==> src/rtl/rng_pkg.sv <==
// rng_pkg: shared types and helpers for the RNG sequencer/arbiter
package rng_pkg;
  typedef enum logic [1:0] {WARM = 2'd0, READY = 2'd1, SEED = 2'd2} state_t;
  localparam int MAX_BITS = 32;
  localparam int NUM_REQ_DEF = 2;
  function automatic int ptr_w(input int n);
    return n > 1 ? $clog2(n) : 1;
  endfunction
  localparam int PTR_W = ptr_w(NUM_REQ_DEF);
  typedef logic [MAX_BITS-1:0] word_t;
endpackage

==> src/rtl/rng_arbiter_if.sv <==
// rng_arbiter_if: requester-side request/response and reseed bus
interface rng_arbiter_if #(
  parameter int NUM_BITS = 32,
  parameter int NUM_REQ = 2
);
  logic [NUM_REQ-1:0] req_valid;
  logic [NUM_REQ-1:0] rsp_valid;
  logic [NUM_BITS-1:0] rsp_data;
  logic seed_we;
  logic [NUM_BITS-1:0] seed_data;
  logic seed_busy;
  modport master (output req_valid, seed_we, seed_data, input rsp_valid, rsp_data, seed_busy);
  modport slave (input req_valid, seed_we, seed_data, output rsp_valid, rsp_data, seed_busy);
endinterface

==> src/rtl/rng_arbiter_rr_pick.sv <==
// rr_pick: combinational round-robin picker, first eligible index at or after ptr
module rr_pick #(
  parameter int N = 2,
  parameter int PW = 1
) (
  input  logic [N-1:0]  elig,
  input  logic [PW-1:0] ptr,
  output logic          gv,
  output logic [PW-1:0] gi
);
  logic [N-1:0] rot;
  logic [PW:0] off, sum;
  always_comb begin
    rot = N'({elig, elig} >> ptr);
    off = '0;
    for (int k = N - 1; k >= 0; k--)
      if (rot[k]) off = (PW + 1)'(k);
    sum = off + {1'b0, ptr};
    gi = (sum >= (PW + 1)'(N)) ? PW'(sum - (PW + 1)'(N)) : sum[PW-1:0];
    gv = |elig;
  end
endmodule

==> src/rtl/rng_arbiter.sv <==
// rng_arbiter: warm-up/reseed sequencer and round-robin arbiter in front of simplerng
module rng_arbiter
  import rng_pkg::*;
#(
  parameter int NUM_BITS = 32,
  parameter int NUM_REQ = 2,
  parameter int WARMUP = 4
) (
  input  logic                clk,
  input  logic                reset,
  rng_arbiter_if.slave        bus,
  output logic                rng_enable,
  output logic                rng_we,
  output logic                rng_re,
  output logic [NUM_BITS-1:0] rng_di,
  input  logic [NUM_BITS-1:0] rng_do,
  input  logic                rng_wait,
  output logic [31:0]         words_cnt
);
  localparam int PW = ptr_w(NUM_REQ);
  state_t state, state_n;
  logic [7:0] warm_cnt, warm_n;
  logic [PW-1:0] rr_ptr, gi;
  logic gv, grant, seed_ok, last, warm_step, re_int;
  logic [NUM_REQ-1:0] rsp_q;
  logic [NUM_BITS-1:0] data_q, di_q;
  logic [31:0] words_q;
  // a requester just served is masked for one cycle so it can drop its request
  rr_pick #(.N(NUM_REQ), .PW(PW)) pick (
    .elig(bus.req_valid & ~rsp_q),
    .ptr(rr_ptr),
    .gv(gv),
    .gi(gi)
  );
  always_comb begin
    seed_ok = bus.seed_we & ((state == READY) | ((state == WARM) & (warm_cnt == 8'd0)));
    grant = (state == READY) & gv & ~rng_wait & ~bus.seed_we;
    last = warm_cnt == 8'(WARMUP - 1);
    warm_step = (state == WARM) & ~seed_ok & ~rng_wait;
    re_int = grant | warm_step;
    state_n = seed_ok ? SEED : (state == SEED) ? WARM : (warm_step & last) ? READY : state;
    warm_n = warm_step ? (last ? 8'd0 : warm_cnt + 8'd1) : (state == SEED) ? 8'd0 : warm_cnt;
  end
  always_ff @(posedge clk) begin
    if (reset) begin
      state <= WARM;
      warm_cnt <= '0;
      rr_ptr <= '0;
      rsp_q <= '0;
      data_q <= '0;
      di_q <= '0;
      words_q <= '0;
    end else begin
      state <= state_n;
      warm_cnt <= warm_n;
      rsp_q <= grant ? NUM_REQ'(1) << gi : '0;
      if (grant) begin
        data_q <= rng_do;
        rr_ptr <= (gi == PW'(NUM_REQ - 1)) ? '0 : gi + 1'b1;
        words_q <= words_q + 32'd1;
      end
      if (seed_ok) di_q <= bus.seed_data;
    end
  end
  // outputs are forced to their reset values for as long as reset is held
  assign rng_enable = ~reset;
  assign rng_we = ~reset & (state == SEED);
  assign rng_re = ~reset & re_int;
  assign rng_di = reset ? '0 : di_q;
  assign words_cnt = reset ? '0 : words_q;
  assign bus.rsp_valid = reset ? '0 : rsp_q;
  assign bus.rsp_data = reset ? '0 : data_q;
  assign bus.seed_busy = reset | (state != READY);
endmodule
==> src/flat_wrapper.sv <==
// flat-port wrapper written by rule: the top's interface ports become plain ports
module rng_arbiter_flat import rng_pkg::*;
#(
  parameter int NUM_BITS = 32,
  parameter int NUM_REQ = 2,
  parameter int WARMUP = 4
)
  (clk, reset, rng_enable, rng_we, rng_re, rng_di, rng_do, rng_wait, words_cnt, bus_req_valid, bus_seed_we, bus_seed_data, bus_rsp_valid, bus_rsp_data, bus_seed_busy);
  rng_arbiter_if #(.NUM_BITS(NUM_BITS), .NUM_REQ(NUM_REQ)) bus_i ();
  input  logic clk;
  input  logic reset;
  output logic rng_enable;
  output logic rng_we;
  output logic rng_re;
  output logic [NUM_BITS-1:0] rng_di;
  input  logic [NUM_BITS-1:0] rng_do;
  input  logic rng_wait;
  output logic [31:0] words_cnt;
  input wire logic [$bits(bus_i.req_valid)-1:0] bus_req_valid;
  input wire logic [$bits(bus_i.seed_we)-1:0] bus_seed_we;
  input wire logic [$bits(bus_i.seed_data)-1:0] bus_seed_data;
  output wire logic [$bits(bus_i.rsp_valid)-1:0] bus_rsp_valid;
  output wire logic [$bits(bus_i.rsp_data)-1:0] bus_rsp_data;
  output wire logic [$bits(bus_i.seed_busy)-1:0] bus_seed_busy;
  assign bus_i.req_valid = bus_req_valid;
  assign bus_i.seed_we = bus_seed_we;
  assign bus_i.seed_data = bus_seed_data;
  assign bus_rsp_valid = bus_i.rsp_valid;
  assign bus_rsp_data = bus_i.rsp_data;
  assign bus_seed_busy = bus_i.seed_busy;
  rng_arbiter #(.NUM_BITS(NUM_BITS), .NUM_REQ(NUM_REQ), .WARMUP(WARMUP)) u_core (.clk(clk), .reset(reset), .bus(bus_i), .rng_enable(rng_enable), .rng_we(rng_we), .rng_re(rng_re), .rng_di(rng_di), .rng_do(rng_do), .rng_wait(rng_wait), .words_cnt(words_cnt));
endmodule
==> config.mk <==
export PLATFORM = sky130hd
export DESIGN_NAME = rng_arbiter_flat
export DESIGN_NICKNAME = d
export VERILOG_FILES = /design/src/rtl/rng_pkg.sv /design/src/rtl/rng_arbiter_if.sv /design/src/rtl/rng_arbiter_rr_pick.sv /design/src/rtl/rng_arbiter.sv /design/src/flat_wrapper.sv
export SDC_FILE = /design/constraint.sdc
export NUM_CORES = 1
export LEC_CHECK = 0
export CAP_MARGIN = 20
export CORE_MARGIN = 3
export CORE_UTILIZATION = 46
export CTS_CLUSTER_DIAMETER = 50
export DETAILED_ROUTE_END_ITERATION = 10
export HOLD_SLACK_MARGIN = 0.1
export PLACE_DENSITY = 0.8
export SYNTH_ARGS = -nofsm -noshare
export SYNTH_HDL_FRONTEND = slang
export SYNTH_SLANG_ARGS = --single-unit
==> constraint.sdc <==
create_clock -name clk -period 2.17 [get_ports clk]
set_input_delay 0.217 -clock clk [delete_from_list [all_inputs] [get_ports clk]]
set_output_delay 0.217 -clock clk [all_outputs]
set_load 0.01 [all_outputs]
# After elaboration in Yosys (flattened, before gate mapping)
# Index checks and enable logic that the tools add are counted.
# W data, S select, Z words.
[totals] register_bits=109 out_inout_bits=102 input_bits=70
[classes] n_reduce_logical=7 n_shift=2 bitwise=20 magnitude_cmp=1 eq_ne=4 n_addsub=5 n_mux=14
[op_table] operator="$mux W32" n=3
[op_table] operator="$add A32 B1 Y32 const B" n=1
[op_table] operator="$mux W8" n=3
[op_table] operator="$and A1 B1 Y1" n=10
[op_table] operator="$mux W2" n=5
[op_table] operator="$add A8 B1 Y8 const B" n=1
[op_table] operator="$eq A8 B2 Y1 const B" n=1
[op_table] operator="$logic_not A8 Y1" n=1
[op_table] operator="$not A1 Y1" n=5
[op_table] operator="$reduce_or A2 Y1" n=2
[op_table] operator="$shr A4 B1 Y2" n=1
[op_table] operator="$mux W1" n=3
[op_table] operator="$or A1 B1 Y1" n=3
[op_table] operator="$reduce_bool A3 Y1" n=1
[op_table] operator="$reduce_or A3 Y1" n=1
[op_table] operator="$add A2 B1 Y2" n=1
[op_table] operator="$and A2 B2 Y2" n=1
[op_table] operator="$eq A2 B1 Y1 const B" n=1
[op_table] operator="$eq A2 B2 Y1 const B" n=1
[op_table] operator="$ge A2 B2 Y1 const B" n=1
[op_table] operator="$logic_not A2 Y1" n=1
[op_table] operator="$ne A2 B1 Y1 const B" n=1
[op_table] operator="$not A2 Y2" n=1
[op_table] operator="$reduce_bool A2 Y1" n=1
[op_table] operator="3 further kinds" n=3

# Depth between registers and ports, before layout
# Gate-level depths: netlist of the first run.
[logic_depth] ltp_word=11 ltp_mapped=7

# Hierarchy
# A second synthesis of the first run with hierarchy kept.
[hier_totals] cells_unflattened=614 area_unflattened_um2=5263.8
[by_module_without_submodules] mod="rng_arbiter" area_each_um2=5245.0 seq_area_each_um2=2182.1 cells_each=610 instances=1
[by_module_without_submodules] mod="rr_pick" area_each_um2=18.8 seq_area_each_um2=0.0 cells_each=4 instances=1

# Least setup slack after synthesis of the first run
# OpenSTA, ideal clock, no wires.
[synth_timing] path_type="reg-to-reg" from="register u_core.warm_cnt[2]" to="register u_core.di_q[10]" path_stages_with_launch=6 arrival_time_ns=1.763 slack_ns=0.287 path_buffers=1 cell_sequence="dfxtp_1 nor4_2 a31oi_1 nor3b_2 buf_6 mux2_2"
[synth_via] elab_chain_cells=4
[synth_rtl] item="start, declared" line="rng_arbiter.sv:22" source="logic [7:0] warm_cnt, warm_n;"
[synth_rtl] item="start signal, assigned" line="rng_arbiter.sv:55" source="warm_cnt <= warm_n;"
[synth_rtl] item="$logic_not A8 Y1" line="rng_arbiter.sv:36" source="seed_ok = bus.seed_we & ((state == READY) | ((state == WARM) & (warm_cnt == 8'd0)));"
[synth_rtl] item="$and A1 B1 Y1" line="rng_arbiter.sv:36"
[synth_rtl] item="$or A1 B1 Y1" line="rng_arbiter.sv:36"
[synth_rtl] item="$and A1 B1 Y1" line="rng_arbiter.sv:36"
[synth_rtl] item="end signal, assigned" line="rng_arbiter.sv:62" source="if (seed_ok) di_q <= bus.seed_data;"
[synth_rtl] item="end, declared" line="rng_arbiter.sv:26" source="logic [NUM_BITS-1:0] data_q, di_q;"
# Every way passes these cells.
# A chain may end at the register's enable or synchronous reset.

# Worst setup path after layout of the first run
[layout_timing] from="register u_core.state[0]" to="output bus_seed_busy"
[layout_via] elab_chain_cells=2
[layout_rtl] item="start, declared" line="rng_arbiter.sv:21" source="state_t state, state_n;"
[layout_rtl] item="start signal, assigned" line="rng_arbiter.sv:54" source="state <= state_n;"
[layout_rtl] item="$ne A2 B1 Y1" line="rng_arbiter.sv:73" source="assign bus.seed_busy = reset | (state != READY);"
[layout_rtl] item="$or A1 B1 Y1" line="rng_arbiter.sv:73"
[layout_rtl] item="end, declared" line="flat_wrapper.sv:24" source="output wire logic [$bits(bus_i.seed_busy)-1:0] bus_seed_busy;"
# Every way passes these cells.

==> results of run 1 <==
==> cell families (layout without fill, tap and decap cells) <==
family	after synthesis	count (layout)	synth area share
buffers and inverters	43	215	0.0364
adder cells (fa/ha/maj)	3	3	0.00713
multiplexers	56	56	0.120
AO/OA/AOI/OAI	69	69	0.0834
AND/OR/NAND/NOR	315	315	0.332
flip-flops	109	109	0.415
XOR/XNOR	4	4	0.00665
==> per-stage QoR <==
step	setup slack, ns	utilization	power (W)
after floorplan	0.287	-	0.00238
after global placement	-0.00167	0.653	0.00263
after detailed placement	-0.0406	0.653	0.00264
after CTS	0.140	0.678	0.00419
after global routing	0.0633	0.678	0.00431
final	0.174	0.678	0.00414
==> power groups by stage <==
| stage | Combinational (W) | Clock [W] | Sequential (W) |
|---|---|---|---|
| global route | 0.000563 | 0.00167 | 0.00208 |
| CTS | 0.000525 | 0.00159 | 0.00207 |
| global placement | 0.000509 | 0 | 0.00212 |
| finish | 0.000519 | 0.00154 | 0.00207 |
| floorplan | 0.000269 | 0 | 0.00211 |
| detailed placement | 0.000521 | 0 | 0.00212 |
==> flip-flops by register name, indices dropped and copies added (netlist names) <==
signal,flops
u_core.data_q,32
u_core.di_q,32
u_core.rr_ptr,1
u_core.rsp_q,2
u_core.state,2
u_core.warm_cnt,8
u_core.words_q,32
==> placed cells by master, fill, tap and decap left out, drive strengths merged, types with 4 or more instances in the layout <==
master and count:
inv 9, clkdlybuf4s50 169, nand3 12, nand2 72, clkbuf 9, buf 23, mux2 56, nand2b 4
nand4 20, o21ai 5, and2 4, dfxtp 109, a21oi 44, and3 9, nor2 32, xnor2 4
nor4 4, nor3 8, or3 4, nor2b 131, and4 8
==> per-layer routing <==
metal | vias up | global-route usage | wire length [µm]
met5 | - | 0 | 0
met4 | 0 | 0.0689 | 188
met3 | 14 | 0.0759 | 1450
met2 | 198 | 0.335 | 5920
met1 | 2155 | 0.236 | 5490
li1 | 2382 | - | -
==> critical path: cells and delay by family, from the launching register on <==
family / cells / cell delay, ns
DFF: 1 / 0.45
buffers and inverters: 2 / 0.61
and+or+nand+nor: 1 / 0.37
==> worst min-delay path by stage <==
stage                            startpoint                  to  slack (ns)  cells after the start
after floorplan                   rng_do[0]    u_core.data_q[0]        0.35                      2
after global placement     u_core.data_q[2]    u_core.data_q[2]        0.44                      2
after detailed placement  u_core.data_q[14]   u_core.data_q[14]        0.44                      2
after CTS                             reset  u_core.words_q[19]        0.27                      2
after global routing                  reset  u_core.words_q[19]        0.34                      2
final                                 reset  u_core.words_q[19]        0.29                      2
==> what timing repair did <==
item,in CTS,in global routing
setup buffers,1,0
setup endpoints to repair,1,0
resized for setup,1,0
==> area by class of cell <==
class / instances / area (µm²)
multi-input cells: 447 / 2900
well taps: 140 / 175
clock inverters: 7 / 48.8
fillers: 913 / 3550
clock buffers: 9 / 225
inverters: 6 / 22.5
repair buffers: 193 / 1930
flip-flops and latches: 109 / 2180
==> impl_metrics.tcl, run 1 <==
set metrics [dict create \
    die_x_um 113 \
    drive_above_1_share 0.128 \
    path_cells "inv_1, or3_1, clkdlybuf4s50_1" \
    clock-sinks 109 \
    setup_viol 0 \
    post-dp-hpwl_mm 9.60 \
    reg2regPathDepth 4 \
    switching_share 0.238 \
    arrival_ns 1.78 \
    antenna_found_initial 0 \
    viasPerCell 5.21 \
    ios 172 \
    fin_hold_ws_ns 0.288 \
    grt-ovfl-total 0 \
    hold_viol_final 0 \
    synthTopCellsByArea "dfxtp_1, nor2b_1, mux2_2" \
    synth.avg_cell_area_um2 8.79 \
    placed_area_mm2 0.00720 \
    final_antenna_net_count 0 \
    start_util 0.477 \
    cts.clk_slew.worst_paths_ns 0.07 \
    cap_violations 0 \
    yosysTopAreaCell "dfxtp_1" \
    irDropWorstVdd_uv 331 \
    period_share 0.920 \
    rows 38 \
    post_drt_wl_per_cell_um 14.3 \
    p_comb_frac 0.126 \
    ys_warn_count 0 \
    grt_usage 0.200 \
    crit_path_end_kind "primary output" \
    drt_wl_total_mm 13.1 \
    portBuffers 171 \
    pwr-share-clk 0.373 \
    grt_first_pass_wirelength_mm 21.4 \
    coreArea_mm2 0.0110 \
    die_h_um 113 \
    vias 4749 \
    sequentialPowerShare 0.501 \
    p_sw_w 0.000985 \
    seq_area_frac_synth 0.415 \
    area_delta_synth_final_pct 42.1 \
    synth_top_area_share 0.415 \
    cts_hold_buf 0 \
    place_congestion 0.871 \
    p_per_area_mw_per_mm2 553 \
    final.min_clock_period_ns 2.00 \
    yosys_register_bits 109 \
    clk_latency_ns 0.34 \
    internal-power_w 0.00315 \
    crit_type "reg -> out" \
    synth_nets 672 \
    rsz0062_at_grt "false" \
    setup.worst_path.end "bus_seed_busy" \
    cts_buffer_depth 2 \
    final_cell_count_no_fill 911 \
    async_reset_ff_frac 0 \
    slowest_delay_ns 0.48 \
    finalInstanceArea_mm2 0.00748 \
    hold_class "in -> reg" \
    dp_cells 894 \
    start_kind "register" \
    outcome "completed" \
    dr.pass1.iters 6 \
    ys_types 47 \
    htreeDepth 3 \
    critical_path_required_ns 1.95 \
    cp_max_fo 7 \
    slowest_stage "clkdlybuf4s50_1" \
    dr.first_iter.drc_count 266 \
    timing.reg2reg.setup_slack_ns 0.20 \
    cts_tree "yes" \
    synth_edf_count 0 \
    synth.most_common_cell "nor2b_1" \
    drc 0 \
    antenna_cells 0 \
    syn_inst 599 \
    root_buffer "clkbuf_16" \
    numCtsBuffers 9 \
    synth_commonest_cells "nor2b_1, dfxtp_1, nand2_1" \
    r2r-end "u_core.warm_cnt[7]" \
    grt_pass1_vias 4650 \
    die_area_mm2 0.0128 \
    ys.flop_type "dfxtp_1" \
    synth_area_mm2 0.00526 \
    tightest_slew_ns 0.537 \
    timing.rr.start "u_core.warm_cnt[2]" \
    power_leakage_nw 2.78 \
    clock_skew_ns 0.00904 \
    grt_max_degree 53 \
    timing.fmax_mhz 501 \
    finalMaxSlewViolations 0 \
    crit_start "u_core.state[0]" \
    max_slew_margin 0.638 \
    fin_nets 839 \
    tns_ns 0 \
]
No activity file was read; power rests on OpenSTA's default activity.
==> run 2: changes to the inputs <==
REMOVE_ABC_BUFFERS = 1   (was not set)
==> run 2 against run 1 <==
Against the previous run: combinational power about the same; final cell count increased by 0.11%; die area unchanged; register-to-register slack about the same; routed wire length decreased by 0.26%; largest power group unchanged; hold slack improved by 0.0085 ns; clock skew increased by 0.0022 ns; non-clock buffer count increased by 1; first-iteration DRC count decreased by 3.4%; clock power increased by 14%.
==> impl_metrics.tcl, run 2 (synthesis results as in run 1) <==
set metrics [dict create \
    outcome "completed" \
    die_x_um 113 \
    critical_path_required_ns 1.95 \
    clk_latency_ns 0.35 \
    cp_top_family "simple AND/OR/NAND/NOR gates" \
    drc 0 \
    tns_ns 0 \
    fin_hold_ws_ns 0.297 \
    sequentialPowerShare 0.476 \
    reg2regPathDepth 4 \
    reg.largest.list "u_core.data_q: 32 flops, u_core.di_q: 32 flops, u_core.words_q: 32 flops" \
    htreeDepth 3 \
    power_w 0.00436 \
    dr.pass1.iters 4 \
    arrival_ns 1.79 \
    r2r-end "u_core.warm_cnt[5]" \
    post_drt_wl_per_cell_um 14.3 \
    grtUsageMet1 0.237 \
    p_per_area_mw_per_mm2 577 \
    final_core_util 0.685 \
    drt_wl_total_mm 13.0 \
    start_util 0.477 \
    crit_path_end_kind "primary output" \
    cp_max_fo 8 \
    slowest_stage "dfxtp_1" \
    power_leakage_nw 2.81 \
    timing.fmax_mhz 499 \
    irDropWorstVdd_uv 363 \
    grt_first_pass_wirelength_mm 22.1 \
    dr.first_iter.drc_count 257 \
    p_comb_frac 0.120 \
    busiest_layer "met2" \
    switching_share 0.224 \
    internal-power_w 0.00338 \
    rows 38 \
    cp_num_buf_inv 1 \
    hold_viol_final 0 \
    cts_tree "yes" \
    worstHoldStart "reset" \
    met3_usage 0.0690 \
    fin_nets 840 \
    cts_buffer_depth 2 \
    rsz0062_at_grt "false" \
    area_delta_synth_final_pct 43.5 \
    antenna_cells 0 \
    finalMaxSlewViolations 0 \
    timing.rr.start "u_core.warm_cnt[2]" \
    timing.reg2reg.setup_slack_ns 0.19 \
    final.min_clock_period_ns 2.00 \
    viasPerCell 5.20 \
    max_slew_margin 0.645 \
    vias 4739 \
    numCtsBuffers 9 \
    gr-usage-met2 0.351 \
    path_cells "nor4_4, nand4_1, nand3_1, a21oi_1, dlygate4sd2_1" \
    clock_skew_ns 0.0112 \
    drive_above_1_share 0.131 \
    setup_slack_ns 0.168 \
    pwr-share-clk 0.405 \
    min_to "u_core.words_q[0]" \
    final_antenna_net_count 0 \
    coreArea_mm2 0.0110 \
    cap_violations 0 \
    preCtsSetupSlack_ns -0.0199 \
    clock-sinks 109 \
    grt_max_degree 68 \
    hold_class "in -> reg" \
    post-dp-hpwl_mm 9.53 \
    cts_hold_buf 0 \
    layout_common_cells "clkdlybuf4s50_1, nor2b_1, dfxtp_1" \
    crit_type "reg -> out" \
    ios 172 \
    p_sw_w 0.000978 \
    start_kind "register" \
    die_h_um 113 \
    final_common_cell "clkdlybuf4s50_1" \
    cp.depth 5 \
    die_area_mm2 0.0128 \
    antenna_found_initial 0 \
    root_buffer "clkbuf_16" \
    place_congestion 0.815 \
    period_share 0.923 \
    cts.clk_slew.worst_paths_ns 0.08 \
    setup_viol 0 \
    grt_usage 0.206 \
    holdPathStages 2 \
    grt_pass1_vias 4749 \
    portBuffers 171 \
    tightest_slew_ns 0.526 \
    slowest_delay_ns 0.40 \
    grt-ovfl-total 0 \
]
==> run 2: final cells by class <==
class / count / area [µm²]
flip-flops and latches: 109 / 2180
fillers: 895 / 3480
clock inverters: 7 / 100
clock buffers: 9 / 225
multi-input cells: 447 / 2920
inverters: 6 / 22.5
repair buffers: 194 / 1920
well taps: 140 / 175
==> run 2: power by group through the flow <==
stage	sequential, W	clock [W]	combinational [W]
3_3_place_gp	0.00212	0	0.000509
3_5_place_dp	0.00212	0	0.000523
5_1_grt	0.00208	0.00189	0.000570
4_1_cts	0.00208	0.00181	0.000527
6_report	0.00208	0.00176	0.000521
2_1_floorplan	0.00212	0	0.000204
==> run 2: metrics by stage <==
stage / instance area [µm²] / instances
finish: 7550 / 912
global route: 7550 / 912
CTS: 7550 / 912
detailed placement: 7220 / 896
global placement: 7220 / 896
floorplan: 5090 / 562
==> run 2: how the worst max path moves through the flow <==
stage | to | slack [ns] | start
2_1_floorplan | u_core.di_q[0] | -0.56 | u_core.warm_cnt[2]
3_3_place_gp | rng_re | 0.006 | bus_seed_we
3_5_place_dp | rng_re | -0.02 | bus_seed_we
4_1_cts | rng_re | 0.17 | u_core.warm_cnt[2]
5_1_grt | rng_re | 0.04 | u_core.warm_cnt[2]
6_report | rng_re | 0.17 | u_core.warm_cnt[2]
==> run 2: worst reg2reg max path: cells and delay by family (launching register included) <==
kind / cells / cell delay [ns]
AO/OA/AOI/OAI: 2 / 0.73
flip-flops: 1 / 0.40
AND/OR/NAND/NOR: 2 / 0.75
==> run 2: repair_timing <==
action	in CTS	in global routing
setup buffers	0	0
gates resized for setup	3	0
setup endpoints to repair	1	0
==> run 2: routing by layer <==
metal	wire length (µm)	up-vias	share of wire
met5	0	-	0
met4	327	0	0.025
met3	1110	25	0.085
met2	6230	134	0.48
met1	5350	2195	0.41
li1	-	2385	-
